[src/rtl/hdlc_pkg.sv]
// Shared types and defaults for the HDLC receive path.
package hdlc_pkg;

  typedef enum logic [1:0] {
    IDLE,
    RECEIVING,
    READY
  } rx_buf_state_t;

  localparam logic [7:0] FLAG          = 8'h7E;
  localparam int         BUF_DEPTH_DEF = 128;
  localparam int         FCS_BYTES_DEF = 2;

endpackage

[src/rtl/hdlc_rx_buf_mem.sv]
// Byte-wide frame memory: one synchronous write port and one registered read port.
// The read register holds its value between reads and clears on reset.
module hdlc_rx_buf_mem #(
  parameter int DEPTH  = 128,
  parameter int ADDR_W = 7
) (
  input  logic              clk,
  input  logic              rst,
  input  logic              wr_en,
  input  logic [ADDR_W-1:0] wr_addr,
  input  logic [7:0]        wr_data,
  input  logic              rd_en,
  input  logic [ADDR_W-1:0] rd_addr,
  output logic [7:0]        rd_data
);

  logic [7:0] mem [DEPTH];

  always_ff @(posedge clk) begin
    if (wr_en) mem[wr_addr] <= wr_data;
  end

  always_ff @(posedge clk) begin
    if (rst)        rd_data <= '0;
    else if (rd_en) rd_data <= mem[rd_addr];
  end

endmodule

[src/rtl/hdlc_rx_frame_buffer.sv]
// Single-frame receive buffer behind the HDLC Rx channel: captures de-stuffed bytes,
// strips the FCS from the reported size, flags abort/error/overflow/lost frames.
module hdlc_rx_frame_buffer
  import hdlc_pkg::*;
#(
  parameter int BUF_DEPTH = BUF_DEPTH_DEF,
  parameter int ADDR_W    = $clog2(BUF_DEPTH),
  parameter int FCS_BYTES = FCS_BYTES_DEF
) (
  input  logic              Clk,
  input  logic              Rst,
  input  logic [7:0]        Rx_Data,
  input  logic              Rx_WrBuff,
  input  logic              Rx_ValidFrame,
  input  logic              Rx_EoF,
  input  logic              Rx_AbortSignal,
  input  logic              Rx_FCSerr,
  input  logic              Rx_RdBuff,
  input  logic              Rx_Drop,
  output logic [7:0]        Rx_DataOut,
  output logic              Rx_Ready,
  output logic [ADDR_W:0]   Rx_FrameSize,
  output logic              Rx_Overflow,
  output logic              Rx_FrameError,
  output logic              Rx_AbortFlag,
  output logic              Rx_FrameLost
);

  localparam logic [ADDR_W:0] DEPTH_C = (ADDR_W+1)'(BUF_DEPTH);
  localparam logic [ADDR_W:0] FCS_C   = (ADDR_W+1)'(FCS_BYTES);

  rx_buf_state_t     state, state_nxt;
  logic [ADDR_W-1:0] wptr, rptr, wr_addr;
  logic [ADDR_W:0]   cnt, size, cnt_inc;
  logic              ovf, ovf_inc, valid_d;
  logic              wr_en, rd_en, wr_space, runt, last_rd, start;

  // Byte count saturates at the buffer depth; excess bytes only raise overflow.
  function automatic logic [ADDR_W:0] sat_inc(input logic [ADDR_W:0] v, input logic en);
    return (en && v < DEPTH_C) ? v + 1'b1 : v;
  endfunction

  always_comb begin
    wr_space  = cnt < DEPTH_C;
    cnt_inc   = sat_inc(cnt, Rx_WrBuff);
    ovf_inc   = ovf | (Rx_WrBuff & ~wr_space);
    runt      = (cnt_inc <= FCS_C) & ~ovf_inc;
    last_rd   = ({1'b0, rptr} == size - 1'b1);
    start     = Rx_WrBuff & Rx_ValidFrame;
    state_nxt = state;
    wr_en     = 1'b0;
    wr_addr   = wptr;
    rd_en     = 1'b0;
    unique case (state)
      IDLE: begin
        if (start) begin
          state_nxt = RECEIVING;
          wr_en     = 1'b1;
          wr_addr   = '0;
        end
      end
      RECEIVING: begin
        wr_en = Rx_WrBuff & wr_space;
        if (Rx_AbortSignal)  state_nxt = IDLE;
        else if (Rx_EoF)     state_nxt = (Rx_FCSerr || runt) ? IDLE : READY;
      end
      READY: begin
        if (Rx_Drop) begin
          state_nxt = IDLE;
        end else if (Rx_RdBuff) begin
          rd_en = 1'b1;
          if (last_rd) state_nxt = IDLE;
        end
      end
      default: state_nxt = IDLE;
    endcase
  end

  always_ff @(posedge Clk) begin
    if (Rst) begin
      state         <= IDLE;
      wptr          <= '0;
      rptr          <= '0;
      cnt           <= '0;
      size          <= '0;
      ovf           <= 1'b0;
      valid_d       <= 1'b0;
      Rx_FrameError <= 1'b0;
      Rx_AbortFlag  <= 1'b0;
      Rx_FrameLost  <= 1'b0;
    end else begin
      state         <= state_nxt;
      valid_d       <= Rx_ValidFrame;
      Rx_FrameError <= 1'b0;
      Rx_AbortFlag  <= 1'b0;
      Rx_FrameLost  <= 1'b0;
      unique case (state)
        IDLE: begin
          if (start) begin
            wptr <= ADDR_W'(1);
            cnt  <= (ADDR_W+1)'(1);
            ovf  <= 1'b0;
          end
        end
        RECEIVING: begin
          if (wr_en) wptr <= wptr + 1'b1;
          cnt <= cnt_inc;
          ovf <= ovf_inc;
          if (Rx_AbortSignal) begin
            Rx_AbortFlag <= 1'b1;
            ovf          <= 1'b0;
            wptr         <= '0;
            cnt          <= '0;
          end else if (Rx_EoF) begin
            wptr <= '0;
            cnt  <= '0;
            if (Rx_FCSerr || runt) Rx_FrameError <= 1'b1;
            else                   size <= ovf_inc ? DEPTH_C : cnt_inc - FCS_C;
          end
        end
        READY: begin
          // Only the first cycle of a new frame reports it as lost.
          Rx_FrameLost <= Rx_ValidFrame & ~valid_d;
          if (Rx_Drop) begin
            size <= '0;
            ovf  <= 1'b0;
            rptr <= '0;
          end else if (Rx_RdBuff) begin
            if (last_rd) begin
              rptr <= '0;
              size <= '0;
            end else begin
              rptr <= rptr + 1'b1;
            end
          end
        end
        default: ;
      endcase
    end
  end

  assign Rx_Ready     = (state == READY);
  assign Rx_FrameSize = size;
  assign Rx_Overflow  = ovf;

  hdlc_rx_buf_mem #(
    .DEPTH  (BUF_DEPTH),
    .ADDR_W (ADDR_W)
  ) u_mem (
    .clk     (Clk),
    .rst     (Rst),
    .wr_en   (wr_en),
    .wr_addr (wr_addr),
    .wr_data (Rx_Data),
    .rd_en   (rd_en),
    .rd_addr (rptr),
    .rd_data (Rx_DataOut)
  );

endmodule

[config.mk]
export PLATFORM = sky130hd
export DESIGN_NAME = hdlc_rx_frame_buffer
export DESIGN_NICKNAME = d
export VERILOG_FILES = /design/src/rtl/hdlc_pkg.sv /design/src/rtl/hdlc_rx_buf_mem.sv /design/src/rtl/hdlc_rx_frame_buffer.sv
export SDC_FILE = /design/constraint.sdc
export NUM_CORES = 1
export LEC_CHECK = 0
export CORE_MARGIN = 3
export CORE_UTILIZATION = 44
export DETAILED_ROUTE_END_ITERATION = 10
export PLACE_DENSITY = 0.65
export SLEW_MARGIN = 20
export SYNTH_ARGS = -nofsm -noshare
export SYNTH_HDL_FRONTEND = slang
export SYNTH_SLANG_ARGS = --single-unit
[constraint.sdc]
create_clock -name Clk -period 2.96 [get_ports Clk]
set_input_delay 0.592 -clock Clk [delete_from_list [all_inputs] [get_ports Clk]]
set_output_delay 0.592 -clock Clk [all_outputs]
set_load 0.02 [all_outputs]
==> results.json <==
{
  "synth_commonest_cells": "1024 x edfxtp_1, 201 x mux4_2, 195 x nor2_1",
  "dp_hpwl_um": 69900,
  "fillerInstances": 7511,
  "status": "completed",
  "arrival_ns": 3.43,
  "cp_cell_sequence": "buf_6, buf_4, mux4_2, mux2i_1, buf_4, o211ai_1, a211oi_1, buf_4, nor3_1",
  "postCtsHoldBufs": 0,
  "rows": 113,
  "vias_per_cell": 5.91,
  "drv_cap": 0,
  "area_growth_pct": 17.4,
  "yosysTopAreaCell": "edfxtp_1",
  "grt_overflow": 0,
  "dieArea_sq_um": 101000,
  "reg2reg_from": "rptr[0]",
  "die_w_um": 317,
  "drcViolationCount": 0,
  "setup_viol": 0,
  "final_antenna_net_count": 0,
  "first_pass_iters": 5,
  "worstSetupPathType": "reg -> reg",
  "antenna_found_initial": 1,
  "cts.clk_slew.worst_paths_ns": 0.06,
  "end_kind": "flip-flop",
  "gp_congestion": 0.905,
  "drt_iter0_drc": 2919,
  "reg2reg_depth": 9,
  "final_layout_size_suffix_gt1_frac": 0.263,
  "h-tree-depth": 3,
  "start_util": 0.446,
  "root_buffer": "clkbuf_16",
  "reg2reg_slack_ns": 0.11,
  "nets": 2643,
  "async_reset_ff_frac": 0,
  "dp.cells": 3778,
  "ys_seq_elements": 1069,
  "rr_endpoint": "u_mem.rd_data[1]",
  "cp.buffers_inverters": 4,
  "grt_pass1_wl_um": 159000,
  "ys_types": 70,
  "antennaDiodeCount": 0,
  "slew_violations": 0,
  "cp-start-kind": "flip-flop",
  "tightest_slew_ns": 0.944,
  "cts_max_path_buffers": 3,
  "timing.slew.headroom": 0.369,
  "synth.avg_cell_area_sq_um": 18.4,
  "required_ns": 3.53,
  "synth_area_sq_um": 42600,
  "cts_tree": "yes",
  "die_h_um": 317,
  "grt_setup_unrepaired": "no",
  "synthCells": 2313,
  "slowest_stage": "dfxtp_4",
  "synth_fp_nets": 2335,
  "cts.sinks": 1069,
  "cp_num_cells": 9,
  "grt_pass1_vias": 23758,
  "grt_max_degree": 95,
  "vdd_drop_max_mv": 0.482,
  "ys.flop_type": "edfxtp_1",
  "hold_violations": 0,
  "worstSetupEndpoint": "u_mem.rd_data[1]",
  "cp_common_cell": "buf_4",
  "cts_buffers": 106,
  "fin_crit_sh": 0.964,
  "period_minus_slack_ns": 2.85,
  "worst_slack_ns": 0.107,
  "via_count": 23480,
  "ioPinCount": 38,
  "p_leak_nw": 15.7,
  "path_delay_family": "buffers and inverters",
  "final_cells": 3976,
  "routed_wl_um": 108000,
  "critical-path-max-stage-delay_ns": 0.54,
  "grt_usage": 0.215,
  "synth.most_common_cell": "edfxtp_1",
  "ys_seq_area_frac": 0.742,
  "core_area_sq_um": 95600,
  "cts_resized": 0,
  "synth_top_area_frac": 0.721,
  "portBuffers": 37,
  "dp_slack_ns": -0.184,
  "startpoint": "rptr[0]",
  "synth_edf_count": 1024,
  "synth_area_leaders": "edfxtp_1 72%, mux4_2 11%, mux2i_1 2.8%",
  "clock_skew_ns": 0.0497,
  "clk_latency_ns": 0.69,
  "yosysWarnings": 0,
  "hp-class": "in -> reg",
  "drt-wirelength-per-cell_um": 27.1,
  "fmax_mhz": 350,
  "cp_max_fo": 20,
  "post-cts-setup-buffers": 0,
  "power-per-cell-area_nw_per_um2": 626
}
## metrics by stage
step / TNS (ns) / total power (W) / area [sq um] / utilization / hold WS [ns]
2_1_floorplan: 0 / 0.0173 / 42600 / - / 0.373
3_3_place_gp: -0.573 / 0.0180 / 46500 / 0.486 / 0.378
3_5_place_dp: -1.67 / 0.0180 / 46500 / 0.486 / 0.377
4_1_cts: 0 / 0.0315 / 50100 / 0.524 / 0.313
5_1_grt: 0 / 0.0322 / 50100 / 0.524 / 0.335
6_report: 0 / 0.0313 / 50100 / 0.524 / 0.343
## cell type report
cell class | instances | area (sq um) | share of cell area
Clock buffer | 129 | 2760 | 0.0551
Clock inverter | 69 | 801 | 0.0160
Inverter | 14 | 52.6 | 0.00105
Multi-Input combinational cell | 1090 | 10200 | 0.205
Sequential cell | 1069 | 31700 | 0.632
Tap cell | 1265 | 1580 | 0.0316
Timing Repair Buffer | 340 | 2950 | 0.0590
## kinds of logic (layout without fill, tap and decap cells)
group,after synthesis,count (layout),share of synthesized area
DFF,1069,1069,0.742
AOI/OAI and AO/OA,273,273,0.0458
and+or+nand+nor,449,449,0.0480
buffers and inverters,154,552,0.0180
xor gates and xnor gates,21,21,0.00431
adders and majority gates,5,5,0.00147
muxes,342,342,0.140
## cell usage in the layout, fill, tap and decap left out, types with 15 or more instances in the layout
master           count
clkbuf_1            22
a21oi_1             45
dfxtp_1             40
o21ai_0             22
clkdlybuf4s50_1     29
nand3_1             27
mux2i_1            119
and2_1              15
edfxtp_1          1024
o221ai_1            31
buf_4              284
nand2_1            101
nor2b_1             15
mux4_2             201
nand4_1             25
nor2_1             194
clkinv_2            20
nor3_1              26
clkbuf_16          107
a31oi_1             25
buf_12              26
a22oi_1             45
mux2_2              16
o22ai_1             23
## report_power, final
part	total [W]	switching (W)	leakage, nW	internal (W)
registers	0.0166	0.0000354	9.57	0.0166
logic	0.00111	0.000793	4.42	0.000313
clock network	0.0136	0.00570	1.71	0.00791
total	0.0313	0.00653	15.7	0.0248
## state kept, by name, summed over array words and instances (netlist names)
signal	count
Rx_Overflow	1
u_mem.mem	1024
u_mem.rd_data	8
state	2
wptr	7
Rx_FrameSize	8
Rx_FrameLost	1
Rx_FrameError	1
rptr	7
cnt	8
Rx_AbortFlag	1
valid_d	1
## metal layers
metal	up-vias	wire, um	GRT usage
met4	2	3240	0.0716
met1	12073	43600	0.305
met2	1187	51100	0.340
li1	10032	-	-
met5	-	9	0
met3	186	9660	0.0377
## worst min-delay path by stage
stage               start                to  slack [ns]  cells after the start
6_report       Rx_Data[7]  u_mem.mem[40][7]        0.34                      1
3_3_place_gp      valid_d      Rx_FrameLost        0.38                      1
5_1_grt        Rx_Data[7]  u_mem.mem[63][7]        0.33                      1
4_1_cts        Rx_Data[7]  u_mem.mem[44][7]        0.31                      1
3_5_place_dp      valid_d      Rx_FrameLost        0.38                      1
2_1_floorplan     valid_d      Rx_FrameLost        0.37                      1
(Power assumes the default switching activity.)
